File: src/rtl/dog_pkg.sv
// -----------------------------------------------------------------------------
// dog_pkg
// Shared definitions for the hunting-dog sprite sequencer:
//   - POS_W        : width of sprite x/y positions
//   - SEL_W        : width of the dog ROM sprite index
//   - CNT_W/N_CNT  : frame-tick counter width and number of timing counters
//   - CNT_*        : index of each timing counter (step, sniff, hold)
//   - dog_state_t  : sequencer state encoding
//   - DOG_*        : sprite index constants understood by the dog ROM
//   - next_walk()  : walk-cycle sprite successor (0->1->2->3->0)
// -----------------------------------------------------------------------------
package dog_pkg;

    localparam int POS_W = 11;
    localparam int SEL_W = 4;
    localparam int CNT_W = 8;

    localparam int N_CNT     = 3;
    localparam int CNT_STEP  = 0;
    localparam int CNT_SNIFF = 1;
    localparam int CNT_HOLD  = 2;

    typedef enum logic [3:0] {
        ST_IDLE      = 4'd0,
        ST_WALK      = 4'd1,
        ST_SNIFF     = 4'd2,
        ST_JUMP_UP   = 4'd3,
        ST_JUMP_DOWN = 4'd4,
        ST_HIDDEN    = 4'd5,
        ST_CATCH_UP  = 4'd6,
        ST_LAUGH_UP  = 4'd7,
        ST_HOLD      = 4'd8,
        ST_DOWN      = 4'd9
    } dog_state_t;

    localparam logic [SEL_W-1:0] DOG_WALK0     = 4'd0;
    localparam logic [SEL_W-1:0] DOG_WALK1     = 4'd1;
    localparam logic [SEL_W-1:0] DOG_WALK2     = 4'd2;
    localparam logic [SEL_W-1:0] DOG_WALK3     = 4'd3;
    localparam logic [SEL_W-1:0] DOG_SNIFF     = 4'd4;
    localparam logic [SEL_W-1:0] DOG_JUMP_UP   = 4'd5;
    localparam logic [SEL_W-1:0] DOG_JUMP_DOWN = 4'd6;
    localparam logic [SEL_W-1:0] DOG_HOLD      = 4'd7;
    localparam logic [SEL_W-1:0] DOG_LAUGH     = 4'd8;

    // Walk cycle wraps after the fourth frame back to the first.
    function automatic logic [SEL_W-1:0] next_walk(input logic [SEL_W-1:0] sel);
        return (sel == DOG_WALK3) ? DOG_WALK0 : sel + SEL_W'(1);
    endfunction

endpackage

File: src/rtl/dog_tick_cnt.sv
// -----------------------------------------------------------------------------
// dog_tick_cnt
// Frame-tick driven counter with synchronous clear and terminal-count compare.
// Counts tick pulses 0..TERM-1 and wraps; 'hit' is high in the cycle of the
// TERM-th tick since the last clear.
// Ports:
//   clk   in  clock
//   rst   in  asynchronous active-high reset
//   clr   in  synchronous clear (wins over tick)
//   tick  in  count enable (already gated with the owning state)
//   hit   out tick arriving while at terminal count (combinational)
// -----------------------------------------------------------------------------
module dog_tick_cnt #(
    parameter int WIDTH = 8,
    parameter int TERM  = 6
) (
    input  logic clk,
    input  logic rst,
    input  logic clr,
    input  logic tick,
    output logic hit
);

    logic [WIDTH-1:0] count_reg;
    logic             at_term;

    assign at_term = (count_reg == WIDTH'(TERM - 1));
    assign hit     = tick & at_term;

    always_ff @(posedge clk or posedge rst) begin
        if (rst) begin
            count_reg <= '0;
        end else if (clr) begin
            count_reg <= '0;
        end else if (tick) begin
            count_reg <= at_term ? '0 : count_reg + WIDTH'(1);
        end
    end

endmodule

File: src/rtl/dog_ctl.sv
// -----------------------------------------------------------------------------
// dog_ctl
// Hunting-dog sprite sequencer. Runs the intro walk/sniff/jump and the catch /
// laugh pop-ups behind the grass. Position, sprite and state only move on
// frame_tick so a displayed frame never tears; start/catch/miss pulses are
// accepted on any cycle while idle or hidden and ignored while busy.
//
// Optional build macro: DOG_LAUGH_BOB_EN -- while the laughing dog holds at
// the apex its y bobs between apex and apex+2 every FRAMES_PER_STEP ticks.
//
// Ports:
//   clk          in   clock
//   rst          in   asynchronous active-high reset
//   frame_tick   in   one-cycle pulse per frame
//   start_intro  in   begin intro sequence
//   duck_caught  in   show dog holding duck (at catch_x)
//   duck_missed  in   show laughing dog
//   catch_x      in   x position for the catch pop-up
//   dog_select   out  sprite index to dog ROM
//   dog_xpos     out  sprite top-left x
//   dog_ypos     out  sprite top-left y
//   dog_visible  out  draw enable
//   busy         out  sequence in progress
//   intro_done   out  one-cycle pulse at end of intro
//   popup_done   out  one-cycle pulse at end of pop-up
// -----------------------------------------------------------------------------
module dog_ctl
    import dog_pkg::*;
#(
    parameter int WALK_START_X    = 0,
    parameter int SNIFF_X         = 200,
    parameter int WALK_END_X      = 350,
    parameter int GROUND_Y        = 600,
    parameter int HIDE_Y          = 560,
    parameter int JUMP_HEIGHT     = 80,
    parameter int POP_HEIGHT      = 48,
    parameter int WALK_SPEED      = 2,
    parameter int MOVE_SPEED      = 4,
    parameter int FRAMES_PER_STEP = 6,
    parameter int SNIFF_FRAMES    = 30,
    parameter int HOLD_FRAMES     = 60
) (
    input  logic             clk,
    input  logic             rst,
    input  logic             frame_tick,
    input  logic             start_intro,
    input  logic             duck_caught,
    input  logic             duck_missed,
    input  logic [10:0]      catch_x,
    output logic [3:0]       dog_select,
    output logic [10:0]      dog_xpos,
    output logic [10:0]      dog_ypos,
    output logic             dog_visible,
    output logic             busy,
    output logic             intro_done,
    output logic             popup_done
);

    // One extra bit on sums so threshold compares see overshoot instead of wrap.
    localparam int EXT_W = POS_W + 1;

    localparam logic [POS_W-1:0] X_START     = POS_W'(WALK_START_X);
    localparam logic [POS_W-1:0] X_END       = POS_W'(WALK_END_X);
    localparam logic [EXT_W-1:0] X_SNIFF_E   = EXT_W'(SNIFF_X);
    localparam logic [EXT_W-1:0] X_END_E     = EXT_W'(WALK_END_X);
    localparam logic [EXT_W-1:0] X_SPEED_E   = EXT_W'(WALK_SPEED);
    localparam logic [POS_W-1:0] Y_GROUND    = POS_W'(GROUND_Y);
    localparam logic [POS_W-1:0] Y_HIDE      = POS_W'(HIDE_Y);
    localparam logic [EXT_W-1:0] Y_HIDE_E    = EXT_W'(HIDE_Y);
    localparam logic [POS_W-1:0] Y_JUMP_APEX = POS_W'(GROUND_Y - JUMP_HEIGHT);
    localparam logic [POS_W-1:0] Y_POP_APEX  = POS_W'(HIDE_Y - POP_HEIGHT);
    localparam logic [POS_W-1:0] Y_SPEED     = POS_W'(MOVE_SPEED);
    localparam logic [EXT_W-1:0] Y_SPEED_E   = EXT_W'(MOVE_SPEED);
`ifdef DOG_LAUGH_BOB_EN
    localparam logic [POS_W-1:0] Y_POP_BOB   = POS_W'(HIDE_Y - POP_HEIGHT + 2);
`endif

    dog_state_t       state_reg, state_next;
    logic [POS_W-1:0] x_reg, x_next;
    logic [POS_W-1:0] y_reg, y_next;
    logic [SEL_W-1:0] sel_reg, sel_next;
    logic             vis_reg, vis_next;
    logic             busy_reg, busy_next;
    logic             intro_done_reg, intro_done_next;
    logic             popup_done_reg, popup_done_next;
    logic             sniffed_reg, sniffed_next;
    logic             laugh_reg, laugh_next;

    logic [EXT_W-1:0] x_walk_e;
    logic [EXT_W-1:0] y_down_e;
    logic [POS_W-1:0] y_up;

    logic [N_CNT-1:0] cnt_tick;
    logic [N_CNT-1:0] cnt_clr;
    logic [N_CNT-1:0] cnt_hit;

    // -------------------------------------------------------------------------
    // Frame-tick timing counters: step (walk sprite / laugh bob), sniff, hold.
    // Every counter restarts whenever the state changes, so each phase counts
    // from zero on entry.
    // -------------------------------------------------------------------------
    assign cnt_tick[CNT_STEP]  = frame_tick & ((state_reg == ST_WALK) |
                                               ((state_reg == ST_HOLD) & laugh_reg));
    assign cnt_tick[CNT_SNIFF] = frame_tick & (state_reg == ST_SNIFF);
    assign cnt_tick[CNT_HOLD]  = frame_tick & (state_reg == ST_HOLD);

    genvar gi;
    generate
        for (gi = 0; gi < N_CNT; gi++) begin : g_cnt
            localparam int TERM = (gi == CNT_STEP)  ? FRAMES_PER_STEP :
                                  (gi == CNT_SNIFF) ? SNIFF_FRAMES    : HOLD_FRAMES;

            assign cnt_clr[gi] = (state_next != state_reg);

            dog_tick_cnt #(
                .WIDTH (CNT_W),
                .TERM  (TERM)
            ) u_cnt (
                .clk  (clk),
                .rst  (rst),
                .clr  (cnt_clr[gi]),
                .tick (cnt_tick[gi]),
                .hit  (cnt_hit[gi])
            );
        end
    endgenerate

    // -------------------------------------------------------------------------
    // Movement arithmetic with clamps: rising saturates at 0, sums are widened.
    // -------------------------------------------------------------------------
    assign x_walk_e = {1'b0, x_reg} + X_SPEED_E;
    assign y_down_e = {1'b0, y_reg} + Y_SPEED_E;
    assign y_up     = (y_reg >= Y_SPEED) ? (y_reg - Y_SPEED) : '0;

    // -------------------------------------------------------------------------
    // State register
    // -------------------------------------------------------------------------
    always_ff @(posedge clk or posedge rst) begin
        if (rst) begin
            state_reg      <= ST_IDLE;
            x_reg          <= X_START;
            y_reg          <= Y_GROUND;
            sel_reg        <= DOG_WALK0;
            vis_reg        <= 1'b0;
            busy_reg       <= 1'b0;
            intro_done_reg <= 1'b0;
            popup_done_reg <= 1'b0;
            sniffed_reg    <= 1'b0;
            laugh_reg      <= 1'b0;
        end else begin
            state_reg      <= state_next;
            x_reg          <= x_next;
            y_reg          <= y_next;
            sel_reg        <= sel_next;
            vis_reg        <= vis_next;
            busy_reg       <= busy_next;
            intro_done_reg <= intro_done_next;
            popup_done_reg <= popup_done_next;
            sniffed_reg    <= sniffed_next;
            laugh_reg      <= laugh_next;
        end
    end

    // -------------------------------------------------------------------------
    // Next-state and output logic
    // -------------------------------------------------------------------------
    always_comb begin
        state_next      = state_reg;
        x_next          = x_reg;
        y_next          = y_reg;
        sel_next        = sel_reg;
        vis_next        = vis_reg;
        intro_done_next = 1'b0;
        popup_done_next = 1'b0;
        sniffed_next    = sniffed_reg;
        laugh_next      = laugh_reg;

        case (state_reg)
            ST_IDLE, ST_HIDDEN: begin
                if (start_intro) begin
                    state_next   = ST_WALK;
                    x_next       = X_START;
                    y_next       = Y_GROUND;
                    sel_next     = DOG_WALK0;
                    vis_next     = 1'b1;
                    sniffed_next = 1'b0;
                end else if (duck_caught) begin
                    state_next = ST_CATCH_UP;
                    x_next     = catch_x;
                    y_next     = Y_HIDE;
                    sel_next   = DOG_HOLD;
                    vis_next   = 1'b1;
                    laugh_next = 1'b0;
                end else if (duck_missed) begin
                    state_next = ST_LAUGH_UP;
                    x_next     = X_END;
                    y_next     = Y_HIDE;
                    sel_next   = DOG_LAUGH;
                    vis_next   = 1'b1;
                    laugh_next = 1'b1;
                end
            end

            ST_WALK: begin
                if (frame_tick) begin
                    if (x_walk_e >= X_END_E) begin
                        state_next = ST_JUMP_UP;
                        x_next     = X_END;
                        sel_next   = DOG_JUMP_UP;
                    end else begin
                        x_next = x_walk_e[POS_W-1:0];
                        if (!sniffed_reg && (x_walk_e >= X_SNIFF_E)) begin
                            state_next   = ST_SNIFF;
                            sel_next     = DOG_SNIFF;
                            sniffed_next = 1'b1;
                        end else if (cnt_hit[CNT_STEP]) begin
                            sel_next = next_walk(sel_reg);
                        end
                    end
                end
            end

            ST_SNIFF: begin
                if (cnt_hit[CNT_SNIFF]) begin
                    state_next = ST_WALK;
                    sel_next   = DOG_WALK0;
                end
            end

            // The apex frame is still shown with the up sprite; the down
            // sprite takes over on the first descending tick.
            ST_JUMP_UP: begin
                if (frame_tick) begin
                    if (y_up <= Y_JUMP_APEX) begin
                        y_next     = Y_JUMP_APEX;
                        state_next = ST_JUMP_DOWN;
                    end else begin
                        y_next = y_up;
                    end
                end
            end

            ST_JUMP_DOWN: begin
                if (frame_tick) begin
                    sel_next = DOG_JUMP_DOWN;
                    if (y_down_e >= Y_HIDE_E) begin
                        y_next          = Y_HIDE;
                        state_next      = ST_HIDDEN;
                        vis_next        = 1'b0;
                        intro_done_next = 1'b1;
                    end else begin
                        y_next = y_down_e[POS_W-1:0];
                    end
                end
            end

            ST_CATCH_UP, ST_LAUGH_UP: begin
                if (frame_tick) begin
                    if (y_up <= Y_POP_APEX) begin
                        y_next     = Y_POP_APEX;
                        state_next = ST_HOLD;
                    end else begin
                        y_next = y_up;
                    end
                end
            end

            ST_HOLD: begin
                if (cnt_hit[CNT_HOLD]) begin
                    // Always descend from the apex so the drop length does
                    // not depend on the bob phase.
                    state_next = ST_DOWN;
                    y_next     = Y_POP_APEX;
                end
`ifdef DOG_LAUGH_BOB_EN
                else if (laugh_reg && cnt_hit[CNT_STEP]) begin
                    y_next = (y_reg == Y_POP_APEX) ? Y_POP_BOB : Y_POP_APEX;
                end
`endif
            end

            ST_DOWN: begin
                if (frame_tick) begin
                    if (y_down_e >= Y_HIDE_E) begin
                        y_next          = Y_HIDE;
                        state_next      = ST_HIDDEN;
                        vis_next        = 1'b0;
                        popup_done_next = 1'b1;
                    end else begin
                        y_next = y_down_e[POS_W-1:0];
                    end
                end
            end

            default: begin
                state_next = ST_IDLE;
                vis_next   = 1'b0;
            end
        endcase

        busy_next = (state_next != ST_IDLE) && (state_next != ST_HIDDEN);
    end

    assign dog_select  = sel_reg;
    assign dog_xpos    = x_reg;
    assign dog_ypos    = y_reg;
    assign dog_visible = vis_reg;
    assign busy        = busy_reg;
    assign intro_done  = intro_done_reg;
    assign popup_done  = popup_done_reg;

endmodule

File: config.mk
export PLATFORM = sky130hd
export DESIGN_NAME = dog_ctl
export DESIGN_NICKNAME = d
export VERILOG_FILES = /design/src/rtl/dog_pkg.sv /design/src/rtl/dog_tick_cnt.sv /design/src/rtl/dog_ctl.sv
export SDC_FILE = /design/constraint.sdc
export NUM_CORES = 1
export LEC_CHECK = 0
export BUFFER_PORTS_ARGS = -buffer_cell sky130_fd_sc_hd__buf_2
export CAP_MARGIN = 20
export CORE_ASPECT_RATIO = 0.75
export CORE_MARGIN = 4
export CORE_UTILIZATION = 53
export CTS_CLUSTER_SIZE = 25
export DETAILED_ROUTE_END_ITERATION = 10
export PLACE_DENSITY = 0.77
export SYNTH_ARGS = -nofsm -noshare
export SYNTH_HDL_FRONTEND = slang
export SYNTH_SLANG_ARGS = --single-unit
File: constraint.sdc
create_clock -name clk -period 3.4 [get_ports clk]
set_clock_uncertainty 0.05 [all_clocks]
set_input_delay 1.02 -clock clk [delete_from_list [all_inputs] [get_ports clk]]
set_output_delay 1.02 -clock clk [all_outputs]
set_load 0.02 [all_outputs]
==> results of run 1 <==
cell usage after synthesis (3+ instances only):
cell	number	area share, %
nand2_1	67	5.5
nor2_1	65	5.4
dfrtp_1	56	31
a21oi_1	44	4.8
o21ai_0	40	4.4
inv_1	32	2.6
nand3_1	27	3.0
clkbuf_1	25	2.1
nand4_1	15	2.1
xnor2_1	15	2.9
o22ai_1	14	1.9
nor2b_1	12	1.6
nor3_1	11	1.2
ha_1	10	2.7
nor4_1	8	1.1
nor3b_1	7	1.2
nor4b_1	7	1.3
or3_1	7	0.96
a21o_1	6	0.99
a22o_1	6	1.2
and2_1	6	0.82
nand2b_1	6	0.82
o21a_1	6	0.99
o31ai_1	6	0.99
a211oi_1	5	0.82
a21boi_0	5	0.82
a32oi_1	5	0.96
buf_2	5	0.55
xor2_1	5	0.96
dfstp_2	4	2.3
mux2i_1	4	0.88
o211ai_1	4	0.66
a22oi_1	3	0.49
a31oi_1	3	0.41
and3_1	3	0.41
o21bai_1	3	0.49
o31a_1	3	0.58
or2_2	3	0.41
critical path: cells and delay by family (launching register included):
| family | cells | cell delay [ns] |
|---|---|---|
| fa+ha+maj | 1 | 0.20 |
| compound gates | 2 | 0.32 |
| simple gates | 7 | 2.20 |
| buf+inv | 1 | 0.06 |
| flops | 1 | 0.42 |
metrics by stage:
step	power [mW]	util (%)	cells	worst slack (ns)	hold WS (ns)
after global placement	4.523	62.95	772	-0.1980	0.4171
after floorplan	3.366	-	593	-0.01158	0.4627
after detailed placement	4.601	62.95	772	-0.2571	0.4354
after global routing	6.128	67.11	789	-0.1198	0.4701
after CTS	5.623	66.80	788	0.03278	0.4429
final	5.716	67.11	789	0.01688	0.4415
power by group:
part           internal (mW)  total [mW]  switching [mW]
combinational           1.48        3.57            2.09
clock                  0.644       0.988           0.344
sequential             0.908        1.16           0.249
cell type report:
type | count | area (um^2)
clock buffer | 9 | 225.2
clock inverter | 7 | 98.84
fill | 720 | 2769
inverter | 33 | 123.9
multi-input combinational | 468 | 2843
sequential | 60 | 1508
tap | 108 | 135.1
timing repair buffer | 104 | 715.7
metal layers:
| metal | track usage [%] | up-vias | wire (um) |
|---|---|---|---|
| li1 | - | 2324 | - |
| met1 | 42.07 | 2329 | 6400 |
| met2 | 41.86 | 213 | 6042 |
| met3 | 8.134 | 16 | 1290 |
| met4 | 7.889 | 0 | 196 |
| met5 | 0 | - | 0 |
cell families (layout without fill, tap and decap cells):
kind of cell    Yosys count  count (layout)  synth area share [%]
mux                       6               6                 1.372
buf+inv                  65             153                 5.488
flops                    60              60                 33.04
xor+xnor                 20              20                 3.842
fa+ha+maj                10              10                 2.744
compound gates          172             172                 24.31
simple gates            260             260                 29.20
final timing paths:
kind	startpoint	end	slack, ns	cells after the start
min in group asynchronous	rst	g_cnt[0].u_cnt.count_reg[5]$_DFFE_PP0P_	0.73	2
worst max register to register	dog_ypos[2]$_DFFE_PP0P_	busy$_DFF_PP0_	0.02	11
max in group asynchronous	rst	dog_ypos[9]$_DFFE_PP1P_	1.91	3
worst min-delay path	dog_ypos[3]$_DFFE_PP1P_	dog_ypos[3]$_DFFE_PP1P_	0.44	2
worst min register to register	dog_ypos[3]$_DFFE_PP1P_	dog_ypos[3]$_DFFE_PP1P_	0.44	2
worst max-delay path	dog_ypos[2]$_DFFE_PP0P_	busy$_DFF_PP0_	0.02	11
what timing repair did:
action | in CTS | in global routing
resized for setup | 0 | 6
cloned | 0 | 0
endpoints found under the setup margin | 1 | 23
pin swaps | 1 | 0
==> metrics.md, run 1 <==
| Metric | Value |
|---|---|
| Status | `finished clean` |
| Clock Path Buffers | `2` |
| Critical Path AT | `3.54 ns` |
| Ys flop type | `dfrtp_1` |
| Post-DR vias/cell | `6.188` |
| Clock sinks | `60` |
| RSZ-0062 raised after global routing | `yes` |
| Final setup vio count | `0` |
| Slowest cell on the critical path | `or4_4` |
| CTS tree | `built` |
| Core area | `8418 um^2` |
| Layout Nets | `703` |
| DRT iter0 DRCs | `588` |
| Die H | `88.33 um` |
| Fin. max-slew vios | `0` |
| GRT Util Overall | `28.79%` |
| Post-CTS setup repair buffer count | `0` |
| DRC viols | `0` |
| Crit path time final | `3.383 ns` |
| Core Rows | `29` |
| Synthesized flop and latch total | `60` |
| Layout cells sized above 1 | `22.61%` |
| Unique masters post-synth | `67` |
| DR vias | `4882` |
| 1st-pass router iterations | `5` |
| Synth warn | `0` |
| Lkg Pwr | `2.496 nW` |
| Max FO, Critical Path | `4` |
| Critical Path, Cell by Cell | `inv_2 -> ha_1 -> or4b_4 -> nor4_2 -> a311oi_2 -> a211oi_2 -> nand3_1 -> and3b_1 -> or4_4 -> nor2b_1 -> or4_1` |
| Post-synth net total | `620` |
| Initial antenna violation count | `0` |
| Fmax | `0.2956 GHz` |
| Most frequent cells in the layout | `nand2_1 (67), nor2_1 (65), dfrtp_1 (55), buf_4 (54), buf_2 (46)` |
| Worst rel slew slack | `54.94%` |
| CP endpoint kind | `flip-flop` |
| Hold buffer count at CTS | `0` |
| First-pass GRT wire length | `23080 um` |
| Routability Congestion | `1.003` |
| Mapped Area | `4559 um^2` |
| Most common cell after layout, fill and taps aside | `nand2_1` |
| Critical Path RT | `3.56 ns` |
| Largest register FFs | `24` |
| Skew-Pair Late Insertion Delay | `0.34 ns` |
| Routed len/inst | `17.66 um` |
| Grt ovf | `0` |
| Final instance area | `5649 um^2` |
| Synth Area per Inst | `7.689 um^2` |
| CP Class | `flip-flop to flip-flop` |
| Largest net degree at the start of global routing | `33` |
| Hold Crit Class | `flip-flop to flip-flop` |
| Cell Pwr Density | `1012 nW/um^2` |
| Inserted Clock Buffers | `9` |
| Clk slew on worst S/H paths | `0.05 ns` |
| EDFF count, synth | `0` |
| Antenna-violating nets left | `0` |
| Measured slew at the worst slew-check pin | `0.6749 ns` |
| Routed wire length | `13930 um` |
| FFs w/ async S/R, synth | `100.0%` |
| Max H-tree Level | `3` |
| Sequential area share after synthesis | `33.04%` |
| Post-DP HPWL | `10380 um` |
| CP startpoint kind | `flip-flop` |
| Clock Tree Root | `clkbuf_16` |
| Die width | `115.1 um` |
| Vias in the first global route | `4559` |
| Area growth from synthesis to layout | `23.90%` |
| Final Hold Viols | `0` |
| Mapped Cells | `593` |
| Largest stage delay, worst path | `0.53 ns` |
| Initial core utilization | `54.16%` |
| Top Ports | `47` |
| Port Buffers | `46` |
| Peak supply drop | `0.5817 mV` |
| Total negative setup slack | `0 ns` |
| ANT cells | `0` |
| Die footprint | `10170 um^2` |
| Cell Area, Placed | `5299 um^2` |
| Max cap viols | `0` |
| Crit share post-route | `99.50%` |
Power figures use the tool's default switching activity.
==> run 2: changes to the inputs <==
Settings changed: CELL_PAD_IN_SITES_DETAIL_PLACEMENT from default to 1, CELL_PAD_IN_SITES_GLOBAL_PLACEMENT from default to 1, CORE_UTILIZATION 53 to 40, PLACE_DENSITY 0.77 to 0.78.
==> metrics.md, run 2 (synthesized netlist as in run 1, its figures left out) <==
| Metric | Value |
|---|---|
| Status | `complete, but fails checks` |
| Violated checks | `setup timing` |
| Top Ports | `47` |
| Area of the multi-input gates | `2935 um^2` |
| CTS tree | `built` |
| Initial antenna violation count | `0` |
| Most common cell after layout, fill and taps aside | `nand2_1` |
| DR vias | `5124` |
| Final instance area | `5842 um^2` |
| Routability Congestion | `0.9243` |
| Sequential power share | `19.8%` |
| Dpl cells | `813` |
| Die footprint | `13190 um^2` |
| Setup ws final | `-0.01071 ns` |
| Peak supply drop | `0.3080 mV` |
| Largest register FFs | `24` |
| Fillers | `1362` |
| Lkg Pwr | `2.557 nW` |
| Clock sinks | `60` |
| DRC viols | `0` |
| DRT iter0 DRCs | `425` |
| Core Rows | `33` |
| Antenna-violating nets left | `0` |
| Measured slew at the worst slew-check pin | `0.6563 ns` |
| RSZ-0062 raised after global routing | `yes` |
| Max cap viols | `0` |
| Skew-Pair Late Insertion Delay | `0.34 ns` |
| Net switching power figure | `2.888 mW` |
| CP endpoint kind | `flip-flop` |
| Final Hold Viols | `0` |
| Clock Tree Root | `clkbuf_16` |
| Worst rel slew slack | `56.18%` |
| Cell Pwr Density | `1025 nW/um^2` |
| Initial core utilization | `41.36%` |
| Crit share post-route | `100.3%` |
| Fin. max-slew vios | `0` |
| Die width | `131.3 um` |
| 1st-pass router iterations | `5` |
| Clk slew on worst S/H paths | `0.05 ns` |
| Clock Path Buffers | `2` |
| Setup WS pre-CTS | `-0.2820 ns` |
| GRT Util Overall | `26.02%` |
| Post-DP HPWL | `12510 um` |
| Cell Area, Placed | `5394 um^2` |
| Net Sw Frac | `48.26%` |
| Most frequent cells in the layout | `nand2_1 (67), nor2_1 (64), buf_4 (64), dfrtp_1 (55), buf_2 (46)` |
| Final Power | `5.986 mW` |
| Inserted Clock Buffers | `9` |
| Critical Path RT | `3.56 ns` |
| Post-DR vias/cell | `6.173` |
| Non-filler instance count after layout | `830` |
| Crit path time final | `3.411 ns` |
| Hold buffer count at CTS | `0` |
| Gate power share | `63.1%` |
| Core area | `11020 um^2` |
| CP startpoint kind | `flip-flop` |
| Register Area | `1508 um^2` |
| Final setup vio count | `1` |
| Int Power | `3.097 mW` |
| Port Buffers | `46` |
| Hold Crit Class | `flip-flop to flip-flop` |
| CP Class | `flip-flop to flip-flop` |
| ANT cells | `0` |
| Area growth from synthesis to layout | `28.13%` |
| Vias in the first global route | `5152` |
| Max H-tree Level | `3` |
| Die H | `100.5 um` |
| Routed wire length | `17000 um` |
| First-pass GRT wire length | `27760 um` |
| Layout cells sized above 1 | `24.64%` |
| Grt ovf | `0` |
| Fmax | `0.2932 GHz` |
| Critical Path AT | `3.57 ns` |
| Routed len/inst | `20.48 um` |
| Layout Nets | `712` |
| Largest net degree at the start of global routing | `34` |
| Clock power frac | `17.1%` |
| Max FO, Critical Path | `4` |
==> run 2: cell types whose count changed in the layout (fill, tap and decap cells not counted), moves of 2 or more <==
cell | previous run | this run
nor4_4 | 0 | 2
clkinv_4 | 2 | 0
buf_4 | 54 | 64
clkbuf_8 | 0 | 2
ha_4 | 0 | 2
==> run 2: final timing paths <==
kind / endpoint / cells past startpoint / startpoint / slack [ns]
setup / recovery: busy$_DFF_PP0_ / 11 / dog_ypos[2]$_DFFE_PP0P_ / -0.01
hold / removal: dog_xpos[0]$_DFFE_PP0P_ / 2 / dog_xpos[0]$_DFFE_PP0P_ / 0.44
setup reg to reg: busy$_DFF_PP0_ / 11 / dog_ypos[2]$_DFFE_PP0P_ / -0.01
hold reg to reg: dog_xpos[0]$_DFFE_PP0P_ / 2 / dog_xpos[0]$_DFFE_PP0P_ / 0.44
max in group asynchronous: dog_ypos[6]$_DFFE_PP1P_ / 3 / rst / 1.90
min in group asynchronous: dog_xpos[0]$_DFFE_PP0P_ / 2 / rst / 0.72
==> run 2: what timing repair did <==
action | 4_1_cts | 5_1_grt
buffers inserted | 0 | 1
setup endpoints to repair | 3 | 29
pin swaps | 1 | 1
resized for setup | 2 | 19
==> run 2: critical path, stage by stage, from the launching register on <==
cell      delay (ns)
dfrtp_2         0.43
inv_2           0.08
ha_4            0.14
or4b_4          0.49
nor4_4          0.21
a311oi_4        0.10
a211oi_2        0.24
nand3_1         0.14
and3b_2         0.27
or4_4           0.54
nor2b_4         0.14
or4_1           0.45
==> run 2: power by group through the flow <==
stage	logic (mW)	clock network, mW	registers [mW]
finish	3.78	1.03	1.18
global placement	3.40	0	1.16
CTS	3.57	1.04	1.17
global route	4.09	1.07	1.21
detailed placement	3.51	0	1.18
floorplan	2.17	0	1.20
==> run 2: area by class of cell <==
type / count / area share (%)
timing repair buffer: 113 / 13.19
clock buffer: 12 / 4.391
clock inverter: 4 / 1.242
sequential: 60 / 25.81
tap: 140 / 2.999
inverter: 33 / 2.120
multi-input combinational: 468 / 50.25
==> run 2: routing by layer <==
metal  track usage [%]  vias up  wire [um]
met5                 0        -          0
met4             6.457        0        174
met3             4.990       20       1193
met2             41.48      173       7899
met1             36.84     2592       7729
li1                  -     2339          -
==> run 2: stage by stage <==
| stage | hold WS, ns | TNS, ns | util, % |
|---|---|---|---|
| after floorplan | 0.4627 | -0.01158 | - |
| after global placement | 0.4106 | -0.2384 | 48.93 |
| after detailed placement | 0.4427 | -0.2820 | 48.93 |
| after CTS | 0.4547 | -0.006551 | 52.01 |
| after global routing | 0.4842 | -0.2064 | 52.99 |
| final | 0.4437 | -0.01071 | 52.99 |
==> run 3: changes to the inputs <==
Settings changed: PLACE_DENSITY 0.78 to default, PLACE_DENSITY_LB_ADDON from default to 0.1.
==> metrics.md, run 3 (synthesized netlist as in run 1, its figures left out) <==
| Metric | Value |
|---|---|
| Crit path time final | `3.385 ns` |
| RSZ-0062 raised after global routing | `yes` |
| Port Buffers | `46` |
| Top Ports | `47` |
| Slowest cell on the critical path | `or4_4` |
| Status | `finished clean` |
| Final setup vio count | `0` |
| Fmax | `0.2955 GHz` |
| Setup WS pre-CTS | `-0.2449 ns` |
| Clock power frac | `16.9%` |
| DRT iter0 DRCs | `347` |
| Inserted Clock Buffers | `9` |
| R2R setup slack | `0.02 ns` |
| Max FO, Critical Path | `4` |
| First-pass GRT wire length | `27160 um` |
| Dpl cells | `813` |
| Final Power | `5.899 mW` |
| Worst rel slew slack | `46.02%` |
| Int Power | `3.034 mW` |
| Largest net degree at the start of global routing | `61` |
| Critical Path RT | `3.56 ns` |
| Max cap viols | `0` |
| Clock sinks | `60` |
| Clock Tree Root | `clkbuf_16` |
| Clk slew on worst S/H paths | `0.06 ns` |
| Sequential power share | `19.8%` |
| Peak supply drop | `0.3464 mV` |
| Setup ws final | `0.01540 ns` |
| Initial core utilization | `41.36%` |
| CP bufs+invs | `1` |
| CP endpoint kind | `flip-flop` |
| Crit share post-route | `99.55%` |
| Largest register FFs | `24` |
| Critical Path AT | `3.54 ns` |
| CP top delay family | `simple AND/OR/NAND/NOR gates` |
| Gate power share | `63.2%` |
| Max H-tree Level | `3` |
| 1st-pass router iterations | `5` |
| Post-DP HPWL | `12360 um` |
| Skew-Pair Late Insertion Delay | `0.34 ns` |
| Routed wire length | `16540 um` |
| Met1 Track Usage GR | `37.35%` |
| Post-DR vias/cell | `5.998` |
| CP startpoint kind | `flip-flop` |
| GRT Util Overall | `25.52%` |
| Most frequent cells in the layout | `nand2_1 (67), buf_4 (66), nor2_1 (64), dfrtp_1 (55), buf_2 (46)` |
| WHS | `0.4282 ns` |
| Routability Congestion | `0.9156` |
| Area growth from synthesis to layout | `26.65%` |
| Critical Path, Cell by Cell | `inv_2 -> ha_4 -> or4b_4 -> nor4_4 -> a311oi_2 -> a211oi_2 -> nand3_1 -> and3b_1 -> or4_4 -> nor2b_1 -> or4_1` |
| Layout cells sized above 1 | `24.35%` |
| Core Rows | `33` |
| Initial antenna violation count | `0` |
| Layout Nets | `712` |
| Net Sw Frac | `48.57%` |
| Fin. max-slew vios | `0` |
| Antenna-violating nets left | `0` |
| Core area | `11020 um^2` |
| Die H | `100.5 um` |
| Net switching power figure | `2.865 mW` |
| DR vias | `4978` |
| Met3 Track Usage GR | `5.240%` |
| ANT cells | `0` |
| Final Hold Viols | `0` |
| DRC viols | `0` |
| Most common cell after layout, fill and taps aside | `nand2_1` |
| Routed len/inst | `19.93 um` |
| Total negative setup slack | `0 ns` |
| Grt ovf | `0` |
| Measured slew at the worst slew-check pin | `0.8097 ns` |
| Non-filler instance count after layout | `830` |
| Die width | `131.3 um` |
| CTS tree | `built` |
| Cell Pwr Density | `1022 nW/um^2` |
| CP Class | `flip-flop to flip-flop` |
| Fillers | `1393` |
| Gr busiest metal | `met2` |
| Largest stage delay, worst path | `0.53 ns` |
| Die footprint | `13190 um^2` |
| Clock Path Buffers | `2` |
| Met2 usage | `39.01%` |
| Hold buffer count at CTS | `0` |
| Lkg Pwr | `2.524 nW` |
| Vias in the first global route | `5080` |
| Hold Crit Class | `flip-flop to flip-flop` |
## run 3: cell count changes in the layout (fill, tap and decap cells not counted), sizes merged
cell,before,now
clkbuf,12,10
clkinv,1,2
clkinvlp,1,2
## run 3: worst paths after layout
kind / start / to / depth (start not counted)
setup / recovery: dog_ypos[2]$_DFFE_PP0P_ / busy$_DFF_PP0_ / 11
setup reg to reg: dog_ypos[2]$_DFFE_PP0P_ / busy$_DFF_PP0_ / 11
hold reg to reg: dog_xpos[0]$_DFFE_PP0P_ / dog_xpos[0]$_DFFE_PP0P_ / 2
min in group asynchronous: rst / dog_xpos[8]$_DFFE_PP0P_ / 3
max in group asynchronous: rst / dog_ypos[2]$_DFFE_PP0P_ / 3
hold / removal: dog_xpos[0]$_DFFE_PP0P_ / dog_xpos[0]$_DFFE_PP0P_ / 2
## run 3: layout make-up
class,instances,area (um^2),area share [%]
Clock inverter,6,88.84,1.538
Timing Repair Buffer,113,745.7,12.91
Inverter,33,123.9,2.145
Clock buffer,10,229.0,3.965
Tap cell,140,175.2,3.034
Multi-Input combinational cell,468,2904,50.29
Sequential cell,60,1508,26.11
## run 3: per-stage QoR
| step | area [um^2] | util (%) |
|---|---|---|
| 2_1_floorplan | 4598 | - |
| 3_3_place_gp | 5369 | 48.70 |
| 3_5_place_dp | 5369 | 48.70 |
| 4_1_cts | 5697 | 51.67 |
| 5_1_grt | 5774 | 52.38 |
| 6_report | 5774 | 52.38 |
## run 3: repair_timing
item,in CTS,in global routing
pin swaps,1,7
setup buffers,0,1
gates resized for setup,2,15
endpoints found under the setup margin,3,29
## run 3: worst register-to-register path: stages, from the launching register on
cell      delay (ns)
dfrtp_2         0.43
inv_2           0.09
ha_4            0.14
or4b_4          0.49
nor4_4          0.17
a311oi_2        0.10
a211oi_2        0.29
nand3_1         0.13
and3b_1         0.23
or4_4           0.53
nor2b_1         0.14
or4_1           0.45
## run 3: power by group through the flow
stage / clock (mW) / combinational (mW) / sequential, mW
after CTS: 1.02 / 3.60 / 1.15
final: 1.00 / 3.73 / 1.17
after floorplan: 0 / 2.17 / 1.20
after global placement: 0 / 3.45 / 1.15
after global routing: 1.05 / 4.06 / 1.19
after detailed placement: 0 / 3.57 / 1.16
## run 3: metal layers
| metal | vias to the layer above | wire [um] |
|---|---|---|
| met5 | - | 0 |
| met4 | 0 | 193 |
| met2 | 142 | 7220 |
| li1 | 2336 | - |
| met3 | 21 | 916 |
| met1 | 2479 | 8208 |
